`src/rtl/alu_cmd_sequencer.sv`:
```
// Command/result sequencer in front of a 32-bit combinational ALU.
// Registers the operands, runs a single EXEC cycle and holds the result until the consumer accepts it.
module alu_cmd_sequencer #(
    parameter int CNT_W = 16
) (
    input  logic             CLK,
    input  logic             RST,
    input  logic             CMD_VALID,
    output logic             CMD_READY,
    input  logic [2:0]       CMD_SEL,
    input  logic [31:0]      CMD_A,
    input  logic [31:0]      CMD_B,
    input  logic             CMD_CHAIN,
    output logic [31:0]      ALU_A,
    output logic [31:0]      ALU_B,
    output logic [2:0]       ALU_SEL,
    input  logic [31:0]      ALU_OUT,
    output logic             RES_VALID,
    input  logic             RES_READY,
    output logic [31:0]      RES_DATA,
    output logic             RES_ZERO,
    output logic [CNT_W-1:0] OP_COUNT
);

    typedef enum logic [1:0] {
        IDLE = 2'd0,
        EXEC = 2'd1,
        DONE = 2'd2
    } state_t;

    state_t           state_reg, state_next;
    logic [31:0]      alu_a_reg, alu_b_reg;
    logic [2:0]       alu_sel_reg;
    logic [31:0]      res_data_reg;
    logic             res_zero_reg;
    logic [CNT_W-1:0] op_count_reg;
    logic             cmd_ready;
    logic             accept;

    // res_data_reg doubles as the chaining source (last captured result).
    always_comb begin
        cmd_ready = 1'b0;
        if (!RST) begin
            case (state_reg)
                IDLE:    cmd_ready = 1'b1;
                DONE:    cmd_ready = RES_READY;
                default: cmd_ready = 1'b0;
            endcase
        end
    end

    assign accept = CMD_VALID && cmd_ready;

    always_comb begin
        state_next = state_reg;
        case (state_reg)
            IDLE:    if (accept) state_next = EXEC;
            EXEC:    state_next = DONE;
            DONE:    if (RES_READY) state_next = accept ? EXEC : IDLE;
            default: state_next = IDLE;
        endcase
    end

    always_ff @(posedge CLK or posedge RST) begin
        if (RST) begin
            state_reg    <= IDLE;
            alu_a_reg    <= 32'd0;
            alu_b_reg    <= 32'd0;
            alu_sel_reg  <= 3'b000;
            res_data_reg <= 32'd0;
            res_zero_reg <= 1'b0;
            op_count_reg <= '0;
        end else begin
            state_reg <= state_next;
            if (accept) begin
                alu_a_reg   <= CMD_CHAIN ? res_data_reg : CMD_A;
                alu_b_reg   <= CMD_B;
                alu_sel_reg <= CMD_SEL;
            end
            if (state_reg == EXEC) begin
                res_data_reg <= ALU_OUT;
                res_zero_reg <= (ALU_OUT == 32'd0);
                op_count_reg <= op_count_reg + CNT_W'(1);
            end
        end
    end

    assign CMD_READY = cmd_ready;
    assign ALU_A     = alu_a_reg;
    assign ALU_B     = alu_b_reg;
    assign ALU_SEL   = alu_sel_reg;
    assign RES_VALID = (state_reg == DONE);
    assign RES_DATA  = res_data_reg;
    assign RES_ZERO  = res_zero_reg;
    assign OP_COUNT  = op_count_reg;

endmodule

```
`config.mk`:
```
export PLATFORM = sky130hd
export DESIGN_NAME = alu_cmd_sequencer
export DESIGN_NICKNAME = d
export VERILOG_FILES = /design/src/rtl/alu_cmd_sequencer.sv
export SDC_FILE = /design/constraint.sdc
export NUM_CORES = 1
export LEC_CHECK = 0
export ABC_AREA = 1
export BUFFER_PORTS_ARGS = -buffer_cell sky130_fd_sc_hd__buf_2
export CAP_MARGIN = 10
export CORE_AREA = 2 2 103 105
export CTS_CLUSTER_DIAMETER = 150
export CTS_CLUSTER_SIZE = 20
export DETAILED_ROUTE_END_ITERATION = 10
export DIE_AREA = 0 0 105 107
export PLACE_DENSITY = 0.83
export SYNTH_ARGS = -nofsm -noshare
export SYNTH_HDL_FRONTEND = slang
export SYNTH_SLANG_ARGS = --single-unit
export TNS_END_PERCENT = 1
```
`constraint.sdc`:
```
create_clock -name CLK -period 11.5 [get_ports CLK]
set_input_delay 2.3 -clock CLK [delete_from_list [all_inputs] [get_ports CLK]]
set_output_delay 2.3 -clock CLK [all_outputs]
set_load 0.01 [all_outputs]
```
---- Word-level counts from Yosys, hierarchy flattened ----
Cells that the tools add are included.
cells by class
  shift operators ......................... 0
  reductions and logical operators ........ 4
  bitwise logic cells ..................... 0
  multiply operators ...................... 0
  $lt $le $gt $ge ......................... 0
  add/sub/neg operators ................... 1
  div/mod/pow operators ................... 0
  mux-type cells .......................... 7
  eq/ne operators ......................... 4
operators with widths
  cell                   number
  $logic_not 32->1       1
  $mux 32                1
  $add 16x1->16 const B  1
  $pmux 2 s3             1
  $mux 2                 2
  $eq 2x1->1 const B     1
  $eq 2x2->1 const B     1
  $logic_not 2->1        1
  $mux 1                 2
  $ne 2x1->1 const B     1
  $ne 2x2->1 const B     1
  $pmux 1 s2             1
  $reduce_and 2->1       1
  $logic_and 1x1->1      1
storage, ports and cells
  memory bits (writable) .................. 0
  bits in read-only memories .............. 0
  word-level logic and storage cells ...... 23
  memories kept ........................... 0
  register bits ........................... 118
  latch bits .............................. 0
  output and inout bits ................... 118
  bits of input ports ..................... 104

---- Longest topological paths before layout ----
Gate-level depths: netlist of run 1.
  depth in word-level cells ............... 7
  gate-level depth with buffers ........... 8
  mapped depth without buffers ............ 8

---- Least setup slack after synthesis of run 1 ----
No wires, ideal clock.
  path kind ............................... input to output
  from .................................... in RST
  to ...................................... out CMD_READY
  slack ................................... 6,660 ps
  stages .................................. 1
  required time ........................... 9,200 ps
  path buffers ............................ 0
  arrival time ............................ 2,540 ps
  cells stage by stage .................... nor3_4
on the way
  cells in the longest elaborated chain, start to end .. 1
RTL lines
  what         RTL line  source
  from (decl)  7         input logic RST,
  $mux 1       43        if (!RST) begin
  to (decl)    9         output logic CMD_READY,
Every way passes these cells.

---- Final worst setup path of run 1 ----
Same ends and word-level chain as after synthesis.

==> results of run 1 <==
==> worst min-delay path by stage <==
stage / to / slack [ns] / depth (start not counted)
floorplan: ALU_B[0] / 0.51 / 2
global placement: ALU_B[23] / 0.46 / 2
detailed placement: ALU_B[21] / 0.46 / 2
CTS: ALU_B[21] / 0.47 / 2
global route: ALU_B[21] / 0.49 / 2
finish: ALU_B[21] / 0.47 / 2
==> area by class of cell <==
cell class	count	area [sq um]	share of cell area, %
multi-input combinational	383	1830	27.2
timing repair buffer	222	1110	16.5
clock buffer	26	488	7.25
clock inverter	4	45.0	0.669
tap	136	170	2.53
sequential	118	2950	43.8
inverter	35	134	1.99
==> worst max-delay path: stages <==
cell and delay [ns]:
buf_2 0.13, nor3_4 0.21, buf_2 0.17
==> cell usage in the layout, fill, tap and decap left out <==
cell type,count
inv_4,1
clkbuf_1,5
nand3b_1,1
bufinv_16,1
nor3_4,1
nor2_4,1
buf_4,1
xnor2_1,1
nand2_4,1
nor2_1,26
clkbuf_8,5
nand2_2,2
clkinv_2,3
nand3_1,6
ha_1,1
nor2_2,4
o21ai_0,48
mux2i_1,32
clkbuf_16,16
nand4_1,6
inv_1,31
xor2_1,9
inv_2,3
o21bai_1,1
dfrtp_1,118
buf_2,221
nor3_1,2
nand2_1,241
==> power by group through the flow <==
stage | logic, W | registers [W] | clock network, W
final | 0.000298 | 0.000574 | 0.000473
after global routing | 0.000333 | 0.000586 | 0.000506
after CTS | 0.000302 | 0.000574 | 0.000483
after detailed placement | 0.000300 | 0.000578 | 0
after global placement | 0.000290 | 0.000572 | 0
after floorplan | 0.000114 | 0.000613 | 0
==> cell families (layout without fill, tap and decap cells) <==
kind of cell | count (synthesis) | in the layout
and+or+nand+nor | 291 | 291
buffers and inverters | 58 | 287
xor gates and xnor gates | 10 | 10
DFF | 118 | 118
adders and majority gates | 1 | 1
muxes | 32 | 32
AOI/OAI and AO/OA | 49 | 49
==> through the flow <==
stage / setup WS, ns / hold WS [ns]
2_1_floorplan: 6.07 / 0.514
5_1_grt: 6.36 / 0.488
3_3_place_gp: 6.40 / 0.456
4_1_cts: 6.39 / 0.475
3_5_place_dp: 6.39 / 0.460
6_report: 6.39 / 0.472
==> layer usage <==
| metal | GRT usage [%] | vias to the layer above | wire length (microns) |
|---|---|---|---|
| met4 | 11.9 | 0 | 393 |
| met1 | 29.4 | 2111 | 5400 |
| li1 | - | 2189 | - |
| met3 | 6.26 | 33 | 864 |
| met5 | 0 | - | 0 |
| met2 | 40.2 | 192 | 6460 |
==> results.tsv, run 1 <==
metric	value	unit
number of enable flip-flop cells after synthesis	0	
vias	4525	
Max FO, Critical Path	2	
final hold vios	0	
flops & latches, synth	118	
I/O pin count	222	
chip width	105	microns
Post-CTS Setup Inserts	0	
slew at the pin closest to its max-slew limit	0.986	ns
GRT Total Usage	24.2	%
Pins Over Slew Limit	0	
Clock Power Share	35.2	%
switching share of power	30.3	%
Synth Area in Compound Gates	4.93	%
Post-Synth Adder-Cell Area	0.249	%
sequential cell area fraction in the yosys report	58.7	%
P&R area growth vs syn	34.0	%
worst min-delay path class	reg2reg	
die area	11200	sq um
CTS Buffer Depth	2	
Ant. Diodes	0	
Yosys top cell by area	dfrtp_1	
CP Launch Type	primary input	
final wirelength	13100	microns
CP Capture Type	primary output	
sum of negative setup slack	0	ns
most common cell in the netlist	nand2_1	
sequential power share	42.7	%
XOR/XNOR Fraction of Synth Area	1.74	%
Die Y	107	microns
first-pass GRT wire length	21300	microns
Gate power share	22.1	%
Critical Path RT	9.20	ns
post-CTS sizing	0	
cell area after layout	6740	sq um
CTS Sinks	118	
RSZ-0062 raised after global routing	no	
Buffers on Ports	221	
synthesized area per cell	8.99	sq um
Tmin final	5.11	ns
# setup viols final	0	
Root Driver	clkbuf_8	
Pleak	3.89	nW
Synth Warn #	0	
DRC	0	
drt first-iter violations	339	
CP arrival	2.81	ns
Core Box Area	10100	sq um
Initial Util	49.8	%
pin count of the biggest net entering global routing	101	
worst hold start	ALU_B[21]	
layout cells sized above 1	33.0	%
pwr/cell area	200	nW/um^2
reg-to-reg slack, setup	9.17	ns
final worst clock skew	0.00881	ns
Cell variety after synth	23	
number of global-route vias before repair	4405	
Worst-path clk slew	0.05	ns
RePlAce Congestion	0.828	
worst r2r src	state_reg[1]	
leading post-synthesis cells by cell area	dfrtp_1, nand2_1, mux2i_1, o21ai_0, inv_1	
Max Clk Rate	196	MHz
total power	0.00135	W
Final Core Density	66.7	%
headroom to the max-slew limit	34.2	%
Fill cells	848	
vias per cell	4.90	
Setup crit end	CMD_READY	
Post-Synth Simple-Gate Area	23.1	%
syn nets	664	
net switching power	0.000407	W
detailed-router iteration count before antenna repair	4	
Tcrit/Tclk final	44.4	%
CTS buffer count	17	
Worst-Skew Late Latency	0.51	ns
initial antenna violation count	0	
most common library cells after synthesis	nand2_1, dfrtp_1, o21ai_0	
largest family of logic cells by synthesized area	simple AND/OR/NAND/NOR gates	
MaxCap Viol Count	0	
post-synthesis cell area	5030	sq um
worst reg2reg path endpoint	ALU_SEL[0]	
CTS tree	yes	
outcome	finished clean	
placed standard-cell area	6200	sq um
Syn Inst Count	559	
top cell type's share of synthesized area	58.7	%
Total Nets Final	882	
GRT Residual Overflow	0	
dpl cells	894	
Critical Path Start	RST	
asr flop ratio synth	100	%
Post-DP HPWL	9280	microns
Rows	37	
R2R depth	7	
post-synthesis mux area share	6.37	%
htree depth	4	
worst setup path class	in2out	
internal cell power	0.000938	W
Layout Cells excl Fill	924	
peak supply drop	0.0000982	V
routed length per instance	14.2	microns
# hold bufs at CTS	0	
number of routed nets with antenna violations	0	
ys flop type	dfrtp_1	
(Power assumes the default switching activity.)
==> run 2, diff against run 1 <==
Settings changed: CORE_AREA 2 2 103 105 to 2 2 112 114, DIE_AREA 0 0 105 107 to 0 0 114 116, PLACE_DENSITY 0.83 to 0.74.
Clock period 11.5 ns to 4.45 ns, I/O delays scaled along.
==> results.tsv, run 2 (synthesized netlist as in run 1, its figures left out) <==
metric	value	unit	change
MaxCap Viol Count	0		unchanged
Crit-path slowest cell	nor3_4		
final hold vios	0		unchanged
Crit path largest cell delay	0.21	ns	about the same
die area	13200	sq um	+18%
worst setup path class	in2out		
Crit path max-delay family	buffers and inverters		
Total Nets Final	884		+0.23%
routed length per instance	13.9	microns	-2.3%
# setup viols final	0		unchanged
worst reg2reg path endpoint	ALU_B[4]		
pwr/cell area	527	nW/um^2	+160%
Pins Over Slew Limit	0		unchanged
# hold bufs at CTS	0		unchanged
initial antenna violation count	0		unchanged
slew at the pin closest to its max-slew limit	0.948	ns	-0.0379 ns
Pleak	3.91	nW	+0.69%
Worst-Skew Late Latency	0.40	ns	-0.11 ns
chip width	114	microns	+8.6%
met2 Usage GRT	32.7	%	-7.5 points
vias per cell	4.67		-4.6%
GRT met1 Usage	25.5	%	-3.9 points
Root Driver	clkbuf_16		
GRT busiest layer	met2		
Rows	40		+8.1%
peak supply drop	0.000248	V	+150%
Initial Util	42.2	%	-7.6 points
most frequent cells in the layout	nand2_1, buf_2, dfrtp_1, o21ai_0, mux2i_1		
layout cells sized above 1	33.5	%	+0.51 points
Ant. Diodes	0		unchanged
Worst Hold Depth	2		unchanged
GRT Residual Overflow	0		unchanged
commonest non-fill, non-tap cell in the layout	nand2_1		
CP arrival	1.40	ns	-1.41 ns
CP Capture Type	primary output		
worst hold start	ALU_B[28]		
CTS buffer count	17		unchanged
P&R area growth vs syn	35.5	%	
Final Core Density	57.2	%	-9.6 points
Post-DP HPWL	9360	microns	+0.91%
Fill cells	1090		+29%
Hold Crit Endpoint	ALU_B[28]		
htree depth	4		unchanged
CTS tree	yes		
worst min-delay path class	reg2reg		
Critical Path RT	3.56	ns	-5.64 ns
Core Box Area	11900	sq um	+18%
R2R depth	7		unchanged
global-route met3 utilization	5.91	%	-0.35 points
Buffers on Ports	221		unchanged
critical path, cell by cell	buf_2, nor3_4, buf_2		
reg-to-reg slack, setup	2.47	ns	-6.70 ns
Tcrit/Tclk final	51.5	%	
Post-CTS Setup Inserts	0		unchanged
most used cell, CP	buf_2		
vias	4380		-3.2%
CP Launch Type	primary input		
Die Y	116	microns	+8.4%
GRT Total Usage	19.9	%	-4.3 points
sum of negative setup slack	0	ns	unchanged
I/O pin count	222		unchanged
outcome	finished clean		
Max Clk Rate	436	MHz	
first-pass GRT wire length	20500	microns	-3.7%
number of global-route vias before repair	4245		-3.6%
number of routed nets with antenna violations	0		unchanged
Tmin final	2.29	ns	
detailed-router iteration count before antenna repair	4		unchanged
CTS Buffer Depth	2		unchanged
Worst-path clk slew	0.05	ns	about the same
worst r2r src	state_reg[1]		
final worst clock skew	0.00753	ns	-0.00128 ns
Max FO, Critical Path	2		unchanged
WP buf/inv	2		unchanged
RSZ-0062 raised after global routing	no		
pin count of the biggest net entering global routing	65		-36%
CTS Sinks	118		unchanged
post-CTS sizing	0		unchanged
final wirelength	13000	microns	-0.84%
headroom to the max-slew limit	36.8	%	+2.5 points
RePlAce Congestion	0.770		-7.0%
DRC	0		unchanged
drt first-iter violations	279		-18%
[run 2: changes by cell type in the layout (fill, tap and decap cells not counted)]
cell        previous run  this run
buf_4                  1         3
bufinv_16              1         3
clkbuf_1               5         3
clkbuf_16             16        17
clkbuf_8               5         1
clkinv_2               3         5
clkinvlp_4             0         2
[run 2: metal layers]
layer / share of wire, % / wire (microns) / vias to the layer above
li1: - / - / 2193
met5: 0 / 0 / -
met4: 0.72 / 94 / 0
met3: 6.1 / 798 / 8
met1: 45 / 5840 / 2031
met2: 48 / 6270 / 148
[run 2: worst register-to-register path, stage by stage, from the launching register on]
cell	delay (ns)
dfrtp_1	0.41
inv_2	0.11
nor2_2	0.06
nor3_4	0.16
nand2_4	0.31
inv_2	0.63
nand2_1	0.15
nand2_1	0.09
[run 2: final cells by class]
cell class | count | area [sq um] | area share, %
Sequential cell | 118 | 2950 | 43.4
Clock buffer | 21 | 450 | 6.61
Inverter | 35 | 134 | 1.97
Timing Repair Buffer | 224 | 1130 | 16.6
Multi-Input combinational cell | 383 | 1830 | 26.9
Tap cell | 147 | 184 | 2.70
Clock inverter | 10 | 130 | 1.91
[run 2: power by group]
part | total [W] | switching (W) | leakage [nW] | internal [W]
logic | 0.000762 | 0.000436 | 2.15 | 0.000326
registers | 0.00148 | 0.000173 | 1.48 | 0.00131
clock network | 0.00134 | 0.000455 | 0.282 | 0.000886
total | 0.00359 | 0.00106 | 3.91 | 0.00252
[run 2: per-stage QoR]
| stage | setup WS [ns] | cells | cell area (sq um) | hold slack, ns | total power [W] |
|---|---|---|---|---|---|
| 2_1_floorplan | 0.431 | 559 | 5030 | 0.514 | 0.00188 |
| 3_3_place_gp | 1.97 | 907 | 6230 | 0.458 | 0.00224 |
| 3_5_place_dp | 1.94 | 907 | 6230 | 0.461 | 0.00227 |
| 4_1_cts | 2.15 | 938 | 6810 | 0.474 | 0.00362 |
| 5_1_grt | 2.13 | 938 | 6810 | 0.491 | 0.00379 |
| 6_report | 2.16 | 938 | 6810 | 0.473 | 0.00359 |
[run 2: worst max path at each step]
stage | start | to | slack [ns] | cells past startpoint
5_1_grt | RST | CMD_READY | 2.13 | 3
4_1_cts | RST | CMD_READY | 2.15 | 3
6_report | RST | CMD_READY | 2.16 | 3
2_1_floorplan | RST | ALU_A[0] | 0.43 | 1
3_3_place_gp | RST | ALU_B[20] | 1.97 | 6
3_5_place_dp | RST | ALU_B[4] | 1.94 | 6
==> run 3, diff against run 2 <==
Settings changed: ABC_AREA 1 to 0, CORE_AREA 2 2 112 114 to 2 2 107 109, DIE_AREA 0 0 114 116 to 0 0 109 111, PLACE_DENSITY 0.74 to 0.77.
Clock period 4.45 ns to 2.16 ns, I/O delays scaled along.
==> results.tsv, run 3 <==
metric	value	unit	change
Post-Synth Simple-Gate Area	12.5	%	-11 points
CTS Sinks	118		unchanged
Initial Util	45.5	%	+3.3 points
final worst clock skew	0.00779	ns	+0.000254 ns
Worst-path clk slew	0.05	ns	about the same
CP arrival	1.39	ns	about the same
# setup viols final	0		unchanged
asr flop ratio synth	100	%	unchanged
CP Launch Type	flop		
Clock Power Share	35.7	%	-1.7 points
GRT Total Usage	21.0	%	+1.0 points
vias per cell	4.92		+5.3%
DRC	0		unchanged
die area	12100	sq um	-8.5%
sum of negative setup slack	0	ns	unchanged
pin count of the biggest net entering global routing	65		unchanged
vias	3835		-12%
drt first-iter violations	225		-19%
number of global-route vias before repair	3975		-6.4%
sequential power share	40.4	%	-1.0 points
most common library cells after synthesis	dfrtp_1, nand2_1, mux2_2		
Yosys top cell by area	dfrtp_1		
P&R area growth vs syn	37.3	%	
Gate power share	23.9	%	+2.6 points
routed length per instance	15.9	microns	+15%
Root Driver	clkbuf_16		
number of routed nets with antenna violations	0		unchanged
Pleak	3.66	nW	-6.6%
most common cell in the netlist	dfrtp_1		
Core Box Area	11100	sq um	-7.0%
GRT Residual Overflow	0		unchanged
Ant. Diodes	0		unchanged
Max FO, Critical Path	6		+4
initial antenna violation count	0		unchanged
Tmin final	1.82	ns	
placed standard-cell area	6330	sq um	+1.5%
Synth Warn #	0		unchanged
largest family of logic cells by synthesized area	multiplexers		
CTS Buffer Depth	2		unchanged
Synth Area in Compound Gates	0.248	%	-4.7 points
most frequent cells in the layout	buf_2, dfrtp_1, nand2_1, mux2_2, mux2_4		
CTS tree	yes		
Critical Path RT	1.73	ns	-1.83 ns
first-pass GRT wire length	19500	microns	-5.0%
Worst-Skew Late Latency	0.40	ns	about the same
Die Y	111	microns	-4.3%
sequential cell area fraction in the yosys report	58.6	%	-0.15 points
Rows	39		-2.5%
worst min-delay path class	in2async		
MaxCap Viol Count	0		unchanged
Total Nets Final	729		-18%
final wirelength	12400	microns	-4.7%
Post-Synth Adder-Cell Area	0.248	%	-0.00062 points
outcome	finished clean		
# hold bufs at CTS	0		unchanged
number of enable flip-flop cells after synthesis	0		unchanged
top cell type's share of synthesized area	58.6	%	-0.15 points
RSZ-0062 raised after global routing	no		
post-synthesis mux area share	23.5	%	+17 points
detailed-router iteration count before antenna repair	7		+3
peak supply drop	0.000552	V	+120%
Tcrit/Tclk final	84.2	%	
htree depth	4		unchanged
Cell variety after synth	28		+22%
chip width	109	microns	-4.4%
worst setup path class	reg2out		
headroom to the max-slew limit	54.9	%	+18 points
pwr/cell area	1130	nW/um^2	+120%
flops & latches, synth	118		unchanged
Post-DP HPWL	8990	microns	-4.0%
Pins Over Slew Limit	0		unchanged
internal cell power	0.00561	W	+120%
Post-CTS Setup Inserts	0		unchanged
XOR/XNOR Fraction of Synth Area	2.61	%	+0.86 points
commonest non-fill, non-tap cell in the layout	buf_2		
ys flop type	dfrtp_1		
switching share of power	28.4	%	-1.2 points
leading post-synthesis cells by cell area	dfrtp_1, mux2_2, nand2_1, mux2_4, xnor2_1		
synthesized area per cell	12.8	sq um	+42%
reg-to-reg slack, setup	0.54	ns	-1.93 ns
syn nets	500		-25%
Buffers on Ports	221		unchanged
layout cells sized above 1	56.8	%	+23 points
CTS buffer count	17		unchanged
slew at the pin closest to its max-slew limit	0.676	ns	-0.272 ns
cell area after layout	6920	sq um	+1.6%
Syn Inst Count	395		-29%
net switching power	0.00223	W	+110%
post-CTS sizing	0		unchanged
RePlAce Congestion	0.757		-1.6%
final hold vios	0		unchanged
CP Capture Type	primary output		
post-synthesis cell area	5040	sq um	+0.25%
I/O pin count	222		unchanged
Max Clk Rate	550	MHz	
run 3: cell count changes after synthesis, moves of 19 or more:
cell	before	now
mux2_2	0	80
inv_1	32	2
nand2_1	241	105
o21ai_0	48	1
mux2_4	0	19
mux2i_1	32	0
nor2_1	26	3
run 3: routing by layer:
metal | up-vias | wire length, microns | global-route usage (%)
li1 | 1796 | - | -
met1 | 1884 | 4980 | 25.1
met2 | 143 | 6410 | 36.0
met3 | 12 | 880 | 5.82
met4 | 0 | 132 | 7.01
met5 | - | 0 | 0
run 3: worst paths after layout:
kind                              start            to  cells after the start
hold reg to reg                RES_ZERO      RES_ZERO                      2
min in group CLK            ALU_OUT[24]  RES_DATA[24]                      3
setup / recovery           state_reg[1]     CMD_READY                      3
max in group asynchronous           RST      ALU_A[2]                      3
setup reg to reg           state_reg[1]     ALU_A[24]                      5
hold / removal                      RST   OP_COUNT[0]                      3
run 3: area by class of cell:
class	count	area [sq um]
clock buffer	23	468
clock inverter	9	125
fill	888	4160
inverter	2	11.3
multi-input combinational	256	1980
sequential	118	2950
tap	143	179
timing repair buffer	229	1200
run 3: kinds of logic (layout without fill, tap and decap cells):
| group | count (synthesis) | count (layout) |
|---|---|---|
| and+or+nand+nor | 139 | 139 |
| AOI/OAI and AO/OA | 2 | 2 |
| muxes | 99 | 99 |
| adders and majority gates | 1 | 1 |
| xor gates and xnor gates | 15 | 15 |
| buffers and inverters | 21 | 263 |
| DFF | 118 | 118 |
run 3: critical path, stage by stage, from the launching register on:
cell      delay (ns)
dfrtp_1         0.44
nand2b_1        0.13
nor3b_4         0.25
buf_2           0.18
run 3: stage by stage:
stage | instances | setup slack, ns | utilization, % | hold WS (ns) | total power [W]
6_report | 780 | 0.340 | 62.5 | 0.168 | 0.00784
3_5_place_dp | 748 | 0.390 | 57.1 | 0.475 | 0.00510
4_1_cts | 780 | 0.332 | 62.5 | 0.175 | 0.00794
2_1_floorplan | 395 | 0.287 | - | 0.507 | 0.00418
5_1_grt | 780 | 0.269 | 62.5 | 0.202 | 0.00825
3_3_place_gp | 748 | 0.437 | 57.1 | 0.456 | 0.00501
run 3: power groups by stage:
stage                     clock network [W]  logic, W  registers, W
after floorplan                           0  0.000776       0.00340
after global placement                    0   0.00185       0.00316
after detailed placement                  0   0.00190       0.00320
after CTS                           0.00286   0.00191       0.00317
after global routing                0.00296   0.00206       0.00323
final                               0.00280   0.00188       0.00317
